===== config.mk =====
export PLATFORM = sky130hd
export DESIGN_NAME = sample_stream_fifo
export DESIGN_NICKNAME = d
export VERILOG_FILES = /design/src/rtl/sample_stream_fifo.sv
export SDC_FILE = /design/constraint.sdc
export NUM_CORES = 1
export LEC_CHECK = 0
export BUFFER_PORTS_ARGS = -buffer_cell sky130_fd_sc_hd__buf_2
export CORE_UTILIZATION = 30
export DETAILED_ROUTE_END_ITERATION = 12
export PLACE_DENSITY_LB_ADDON = 0.1
export RECOVER_POWER = 100
export SYNTH_ARGS = -nofsm -noshare
export SYNTH_HDL_FRONTEND = slang
export SYNTH_SLANG_ARGS = --single-unit

===== constraint.sdc =====
create_clock -name clk -period 4.9 [get_ports clk]
set_clock_uncertainty 0.05 [all_clocks]
set_input_delay 0.735 -clock clk [delete_from_list [all_inputs] [get_ports clk]]
set_output_delay 0.735 -clock clk [all_outputs]
set_load 0.02 [all_outputs]

===== src/rtl/sample_stream_fifo.sv =====
// First-word-fall-through ready/valid FIFO with occupancy level, almost-full
// flag and wrapping input/output transfer counters.
module sample_stream_fifo #(
  parameter int DATA_WIDTH  = 8,
  parameter int DEPTH       = 4,
  parameter int ALMOST_FULL = DEPTH - 1,
  parameter int CNT_WIDTH   = 16,
  localparam int AW = $clog2(DEPTH),
  localparam int LW = AW + 1
) (
  input  logic                  clk,
  input  logic                  reset,
  input  logic                  stream_in_valid,
  output logic                  stream_in_ready,
  input  logic [DATA_WIDTH-1:0] stream_in_data,
  output logic                  stream_out_valid,
  input  logic                  stream_out_ready,
  output logic [DATA_WIDTH-1:0] stream_out_data,
  output logic [LW-1:0]         level,
  output logic                  almost_full,
  output logic [CNT_WIDTH-1:0]  in_count,
  output logic [CNT_WIDTH-1:0]  out_count
);

  logic [DATA_WIDTH-1:0] mem [DEPTH];
  logic [AW-1:0]         wr_ptr;
  logic [AW-1:0]         rd_ptr;
  logic                  push;
  logic                  pop;

  // Ready depends only on registered state and reset, never on valid.
  assign stream_in_ready  = (level != LW'(DEPTH)) && !reset;
  assign stream_out_valid = (level != '0);
  assign stream_out_data  = mem[rd_ptr];
  assign almost_full      = (level >= LW'(ALMOST_FULL));

  assign push = stream_in_valid && stream_in_ready;
  assign pop  = stream_out_valid && stream_out_ready;

  // NOTE: sequential state uses non-blocking assignments so every register
  // samples the pre-edge values regardless of statement order.
  always_ff @(posedge clk) begin
    if (reset) begin
      wr_ptr    <= '0;
      rd_ptr    <= '0;
      level     <= '0;
      in_count  <= '0;
      out_count <= '0;
    end else begin
      if (push) begin
        wr_ptr   <= wr_ptr + 1'b1;
        in_count <= in_count + 1'b1;
      end
      if (pop) begin
        rd_ptr    <= rd_ptr + 1'b1;
        out_count <= out_count + 1'b1;
      end
      case ({push, pop})
        2'b10:   level <= level + 1'b1;
        2'b01:   level <= level - 1'b1;
        default: level <= level;
      endcase
    end
  end

  // NOTE: storage has no reset; level alone decides which entries are live,
  // which keeps the array a plain RAM with no reset fan-out.
  always_ff @(posedge clk) begin
    if (push) begin
      mem[wr_ptr] <= stream_in_data;
    end
  end

endmodule


### Word level (Yosys, flattened, before mapping)

Memories as Yosys holds them, arrays and structs flattened. A register that Yosys moved wholly into a read port is not among the register bits.
Index checks and enable logic that the tools add are counted.

| word-level totals | value |
|---|---|
| register bits | 39 |
| RAM bits | 32 |
| bits of input ports | 12 |
| output and inout bits | 46 |
| word-level logic and storage cells | 27 |
| memories | 1 |

| cells by class | value |
|---|---|
| add/sub/neg operators | 6 |
| magnitude comparators | 1 |
| equality and inequality tests | 3 |
| multiplexer cells | 5 |
| reductions and logical operators | 6 |

Memory list:

| name | depth | width | read ports | clocked after memory_dff | write ports | RTL line | RTL |
|---|---|---|---|---|---|---|---|
| mem | 4 | 8 | 1 | 1 | 1 | 25 | `logic [DATA_WIDTH-1:0] mem [DEPTH];` |

Operators by type and width:

| kind | number |
|---|---|
| $add 16x1->16 const B | 2 |
| $pmux 3 s2 | 1 |
| $add 2x1->2 const B | 2 |
| $mux 2 | 2 |
| $add 3x1->3 const B | 1 |
| $ge 3x2->1 const B | 1 |
| $logic_and 1x1->1 | 3 |
| $ne 3x3->1 const B | 1 |
| $reduce_bool 3->1 | 1 |
| $sub 3x1->3 const B | 1 |
| $eq 2x1->1 const B | 1 |
| $eq 2x2->1 const B | 1 |
| $mux 1 | 2 |
| $reduce_bool 2->1 | 1 |
| $logic_not 1->1 | 1 |

### Depth between registers and ports, before layout

Gate-level depths: netlist (run 1).

| logic depth | value |
|---|---|
| depth in word-level cells | 5 |
| mapped depth | 12 |
| gate-level depth less buffers | 9 |

### Worst setup path before layout (run 1)

Ideal clock, no wire load.

| timing path | value |
|---|---|
| kind | register to register |
| start point | register level[0] |
| end point | register level[2] |
| library setup time | 0.070 ns |
| arrival | 2.539 ns |
| data required time | 4.780 ns |
| slack | 2.241 ns |
| stages on the path, launching flop included | 13 |
| buffers on the path | 3 |
| clock period less this slack | 2.659 ns |
| path through | dfxtp_1 -> buf_2 -> or3b_1 -> buf_4 -> and2_1 -> buf_2 -> inv_1 -> ha_1 -> inv_1 -> fa_1 -> xor2_1 -> or3_1 -> a21oi_1 |

| between the ends | value |
|---|---|
| longest elaborated chain between the ends | 5 |
| elaborated cells between the ends (all ways) | 11 |
| classes of those cells | 2 x add/sub; 3 x eq/ne; 1 x mux; 5 x reduce/logical |

Ends and longest elaborated chain:

| element | RTL line | RTL |
|---|---|---|
| start, declared | 19 | `output logic [LW-1:0] level,` |
| start signal, assigned | 59 | `2'b10: level <= level + 1'b1;` |
| start signal, assigned | 60 | `2'b01: level <= level - 1'b1;` |
| start signal, assigned | 61 | `default: level <= level;` |
| $ne 3x3->1 | 32 | `assign stream_in_ready = (level != LW'(DEPTH)) && !reset;` |
| $logic_and 1x1->1 | 32 |  |
| $logic_and 1x1->1 | 37 | `assign push = stream_in_valid && stream_in_ready;` |
| $eq 2x1->1 or $eq 2x2->1 (tied branches) | 58 | `case ({push, pop})` |
| $pmux 3 s2 or $reduce_bool 2->1 (tied branches) | - |  |

Parallel ways exist; a longest one is shown, timed or not.
A chain may end at the register's enable or synchronous reset.

### Final worst setup path (run 1)

| timing path | value |
|---|---|
| start point | input port reset |
| end point | register level[2] |

| between the ends | value |
|---|---|
| longest elaborated chain between the ends | 5 |
| elaborated cells between the ends (all ways) | 7 |
| classes of those cells | 2 x eq/ne; 1 x mux; 4 x reduce/logical |

Ends and longest elaborated chain:

| element | RTL line | RTL |
|---|---|---|
| start, declared | 12 | `input logic reset,` |
| $logic_not 1->1 | 32 |  |
| $logic_and 1x1->1 | 32 |  |
| $logic_and 1x1->1 | 37 |  |
| $eq 2x1->1 or $eq 2x2->1 (tied branches) | 58 |  |
| $pmux 3 s2 or $reduce_bool 2->1 (tied branches) | - |  |

Parallel ways exist; a longest one is shown, timed or not.

==> flow_summary.toml, run 1 <==
[run_status]
status = "completed"

[route]
drt_pass1_iterations = 4
vias = 2121
first_iter_violations = 59
drt_wl_total_um = 6380
viasPerCell = 4.63
ant_nets = 0
post_drt_wl_per_cell_um = 13.9
drc_errors = 0

[worst_setup_path]
worstPathRequired_ns = 5.12
criticalPathCategory = "in -> reg"
reg2reg_to = "level[2]$_SDFFE_PP0P_"
endpoint_kind = "register"
path_max_fanout = 46
worstSetupEndpoint = "level[2]$_SDFFE_PP0P_"
rrSetupSlack_ns = 2.13
crit_path_start_kind = "input pin"
r2r_start = "level[2]$_SDFFE_PP0P_"
cp.arrival_ns = 3.28
critPathLaunch = "reset"
reg2reg_depth = 9

[floorplanning]
dieArea_sq_um = 10900
io_pins = 58
fp-row-count = 36
fp.coreArea_sq_um = 9950
die_x_um = 104
die_height_um = 104
start_util_pct = 31.6

[sta]
period_needed_ns = 3.06
hold_violations = 0
rsz0062_at_grt = "false"
fin_crit_sh_pct = 62.4
max_freq_mhz = 327
slew_violations = 0
setup_viol = 0
tightest_slew_ns = 0.803
setup_tns_ns = 0
max-slew-margin-rel_pct = 46.5

[synthesis]
yosys_warnings = 0
syn_avg_cell_area_sq_um = 11.9
syn_inst = 264
synth_edf_count = 32
ys_seq_area_share_pct = 56.7
synth_cell_types = 45
synth_ff_type = "dfxtp_1"
synth_area_sq_um = 3140
async_flop_share_pct = 0
ys_ff_latch = 73
syn-num-nets = 284

[worst_hold_path]
hp-class = "reg -> reg"

[run]
max-cap-violations = 0

[final_layout]
layout_commonest_cell = "clkbuf_1"
antenna_cells = 0
fin_nets = 340
syn2layout_area_growth_pct = 14.8
layout_common_cells = "clkbuf_1 (54), dfxtp_1 (41), edfxtp_1 (32)"
instances_no_fill = 458
fillCellCount = 1021
final_area_sq_um = 3610
drive_gt1_share_pct = 9.54

[clock_network]
numCtsBuffers = 9
clk_latency_ns = 0.35
cts.repair.resized = 0
cts_tree = "yes"
clock-sinks = 73
cts_buffer_depth = 2
htreeDepth = 3
hold_buffers = 0
clockRootBuffer = "clkbuf_8"
cts_setup_buffers = 0
clk_pin_slew_ns = 0.08

[pwr]
swShare_pct = 32.2
power.density_nw_per_um2 = 399
internal-power_uw = 977
peakVddDrop_mv = 0.125
p_seq_share_pct = 51.2
power.share.combinational_pct = 20.2
power_frac_clock_pct = 28.6
power.leakage_nw = 1.21
p_sw_uw = 463

[place]
place_inst = 442
numPortBuffers = 57
placed_cell_area_sq_um = 3530
hpwl_um = 4400
gp_congestion = 0.706

[global_route]
use_met3_pct = 3.07
antenna_found_initial = 0
use_met2_pct = 19.6
gr-usage-met1_pct = 15.4
grt_pass1_vias = 2093
grt_usage_pct = 12.5
grt.overflow.total = 0
grt_start_max_net_pins = 47
grt_busiest_layer = "met2"
grt_pass1_wl_um = 10500
metrics by stage:
stage / utilization [%] / hold WS (ns) / total power [mW] / setup WS (ns)
finish: 36.2 / 0.436 / 1.44 / 1.84
global route: 36.2 / 0.475 / 1.53 / 1.58
CTS: 37.2 / 0.437 / 1.48 / 1.89
detailed placement: 35.5 / 0.425 / 1.07 / 1.52
global placement: 35.5 / 0.418 / 1.06 / 1.57
floorplan: - / 0.435 / 0.972 / 2.24
cell families (layout without fill, tap and decap cells):
kind of cell               after synthesis  in the layout  synth area share (%)
adders and majority gates                8              8                  3.42
buffers and inverters                   20             81                  2.99
muxes                                   12             12                  7.09
xor gates and xnor gates                21             21                  5.85
DFF                                     73             73                  56.7
AOI/OAI and AO/OA                       30             30                  6.17
and+or+nand+nor                        100            100                  17.8
metal layers:
metal  up-vias  share of wire (%)
met1       998                 49
li1       1075                  -
met4         0                2.2
met5         -                  0
met3        11                3.5
met2        37                 46
critical path: stages:
cell and delay, ns:
buf_2 0.61, nor2b_1 0.22, and2_0 0.37, inv_1 0.12, ha_1 0.19, inv_1 0.06, fa_1 0.37, xor2_1 0.15
or3_1 0.30, a21oi_1 0.13
layout make-up:
type,count,area [sq um],share of cell area [%]
Clock buffer,9,124,3.43
Clock inverter,7,47.5,1.32
Inverter,8,30.0,0.832
Multi-Input combinational cell,171,1240,34.4
Sequential cell,73,1780,49.4
Tap cell,133,166,4.61
Timing Repair Buffer,57,218,6.04
registers in the layout, indices dropped and copies added, names as in the netlist, named ones only:
| name | flops |
|---|---|
| mem | 32 |
| in_count | 16 |
| out_count | 16 |
| level | 3 |
| rd_ptr | 2 |
| wr_ptr | 2 |
synthesized netlist by cell type, types with 3 or more instances:
cell	n	area [sq um]
a21oi_1	12	60.1
and2_1	3	18.8
and3_1	9	56.3
and4_1	4	35.0
buf_2	3	15.0
clkbuf_1	5	18.8
dfxtp_1	41	821
edfxtp_1	32	961
ha_1	7	87.6
inv_1	8	30.0
mux4_2	8	180
nand2_1	11	41.3
nand3_1	9	45.0
nand4_1	9	56.3
nor2_1	30	113
o21ai_0	9	45.0
o31ai_1	3	22.5
or3_1	7	43.8
xnor2_1	7	61.3
xor2_1	14	123
power by group through the flow:
stage	logic (mW)	registers (mW)	clock network, mW
floorplan	0.236	0.736	0
global placement	0.309	0.752	0
detailed placement	0.311	0.755	0
CTS	0.312	0.740	0.433
global route	0.324	0.750	0.453
finish	0.291	0.737	0.412
worst min-delay path by stage:
stage | from | end | slack, ns | depth (start not counted)
after floorplan | rd_ptr[1]$_SDFFE_PP0P_ | register | 0.43 | 2
after global placement | out_count[15]$_SDFFE_PP0P_ | out_count[15]$_SDFFE_PP0P_ | 0.42 | 2
after detailed placement | out_count[15]$_SDFFE_PP0P_ | out_count[15]$_SDFFE_PP0P_ | 0.43 | 2
after CTS | out_count[15]$_SDFFE_PP0P_ | out_count[15]$_SDFFE_PP0P_ | 0.44 | 2
after global routing | out_count[15]$_SDFFE_PP0P_ | out_count[15]$_SDFFE_PP0P_ | 0.47 | 2
final | out_count[15]$_SDFFE_PP0P_ | out_count[15]$_SDFFE_PP0P_ | 0.44 | 2
(Power assumes the default switching activity.)
==> run 2, diff against run 1 <==
- clock period: 4.9 -> 2.54 ns (I/O delays scaled with it)
==> run 2 against run 1 <==
  * Core utilization up 1.0 points
  * Clock power rose to 2.5 times the previous value
  * Clock-buffer cell count unchanged
  * Combinational power is 110% higher
  * Setup slack worse by 1.6 ns
  * Largest cell class unchanged
  * Final area up 2.8%
  * Critical path depth down 1
  * Sequential power up 90%
  * Wire length up 1.3%
==> flow_summary.toml, run 2 (synthesis gave the netlist of run 1 again) <==
[route]
viasPerCell = 4.62
post_drt_wl_per_cell_um = 13.9
first_iter_violations = 43
vias = 2155
drt_pass1_iterations = 4
drc_errors = 0
ant_nets = 0
drt_wl_total_um = 6460

[final_layout]
largest_register_ffs = 32
fin_nets = 348
layout_commonest_cell = "clkbuf_1"
instances_no_fill = 466
regMostFlops = "mem"
syn2layout_area_growth_pct = 18.0
antenna_cells = 0
drive_gt1_share_pct = 11.1
top_regs = "mem (32), in_count (16), out_count (16)"
layout_common_cells = "clkbuf_1 (59), dfxtp_1 (40), edfxtp_1 (32)"

[worst_setup_path]
crit_buf_inv = 2
criticalPathCategory = "reg -> reg"
critPathTopFamily = "simple AND/OR/NAND/NOR gates"
crit_cells = 9
crit_path_start_kind = "register"
crit_path_cell_trace = "or3b_1 > and2_0 > inv_1 > ha_1 > inv_1 > fa_2 > xor2_1 > or3_1 > a21oi_1"
cp.arrival_ns = 2.52
endpoint_kind = "register"
reg2reg_depth = 9
worstPathRequired_ns = 2.76
path_max_fanout = 9
critPathMaxStageDelay_ns = 0.40
crit_top_cell = "inv_1"
cp_slowest_cell = "dfxtp_1"

[pwr]
power.density_nw_per_um2 = 818
power.leakage_nw = 1.25
peakVddDrop_mv = 0.308

[clock_network]
clk_latency_ns = 0.34
hold_buffers = 0
clock-sinks = 73
clockRootBuffer = "clkbuf_8"
cts_setup_buffers = 0
cts_tree = "yes"
cts_buffer_depth = 2
htreeDepth = 3
cts.repair.resized = 0
clk_pin_slew_ns = 0.09
numCtsBuffers = 9

[place]
hpwl_um = 4380
gp_congestion = 0.708
numPortBuffers = 57
place_inst = 450

[sta]
tightest_slew_ns = 0.556
setup_viol = 0
slew_violations = 0
setup_tns_ns = 0
max_freq_mhz = 434
hold_violations = 0
period_needed_ns = 2.30
rsz0062_at_grt = "false"
max-slew-margin-rel_pct = 62.9
fin_crit_sh_pct = 90.7

[global_route]
grt_pass1_wl_um = 10800
grt_usage_pct = 12.6
grt_start_max_net_pins = 45
grt_pass1_vias = 2097
grt.overflow.total = 0
antenna_found_initial = 0

[run]
max-cap-violations = 0

[worst_hold_path]
hp-class = "in -> reg"
whs_path_depth = 1

[floorplanning]
fp.coreArea_sq_um = 9950
die_height_um = 104
die_x_um = 104
io_pins = 58
start_util_pct = 31.6
dieArea_sq_um = 10900
fp-row-count = 36

[run_status]
status = "completed"
run 2: cell types whose count changed in the layout (fill, tap and decap cells not counted), sizes merged:
cell,change
clkbuf,+5
clkinv,-5
buf,+3
inv,+3
bufinv,+2
run 2: final cells by class:
| type | count | area [sq um] |
|---|---|---|
| clock buffers | 9 | 124 |
| repair buffers | 65 | 259 |
| fillers | 1031 | 6250 |
| flip-flops and latches | 73 | 1780 |
| multi-input cells | 171 | 1240 |
| inverters | 8 | 30.0 |
| clock inverters | 7 | 101 |
| well taps | 133 | 166 |
run 2: worst paths after layout:
kind	from	endpoint	slack (ns)
max	level[0]$_SDFFE_PP0P_	level[2]$_SDFFE_PP0P_	0.24
min	stream_in_data[6]	mem[2][6]$_DFFE_PP_	0.25
max reg2reg	level[0]$_SDFFE_PP0P_	level[2]$_SDFFE_PP0P_	0.24
min reg2reg	out_count[15]$_SDFFE_PP0P_	out_count[15]$_SDFFE_PP0P_	0.44
run 2: layer usage:
metal  vias up  global-route usage, %  routed length, um
met3         9                   2.63                220
li1       1087                      -                  -
met4         0                   6.12                 99
met1      1018                   16.1               3020
met5         -                      0                  0
met2        41                   20.0               3120
run 2: per-stage QoR:
stage	hold WS (ns)	power, mW	utilization, %	instance area, sq um	worst slack (ns)
after detailed placement	0.429	2.10	36.2	3600	0.310
after CTS	0.179	3.15	38.4	3830	0.241
after floorplan	0.430	1.90	-	3170	0.00771
after global placement	0.420	2.09	36.2	3600	0.335
after global routing	0.249	3.19	37.2	3710	0.0852
final	0.246	3.03	37.2	3710	0.237
run 2: power by group:
group          internal, mW  switching (mW)  total, mW
combinational         0.242           0.361      0.603
sequential             1.30          0.0927       1.40
clock                 0.563           0.469       1.03
total                  2.11           0.922       3.03
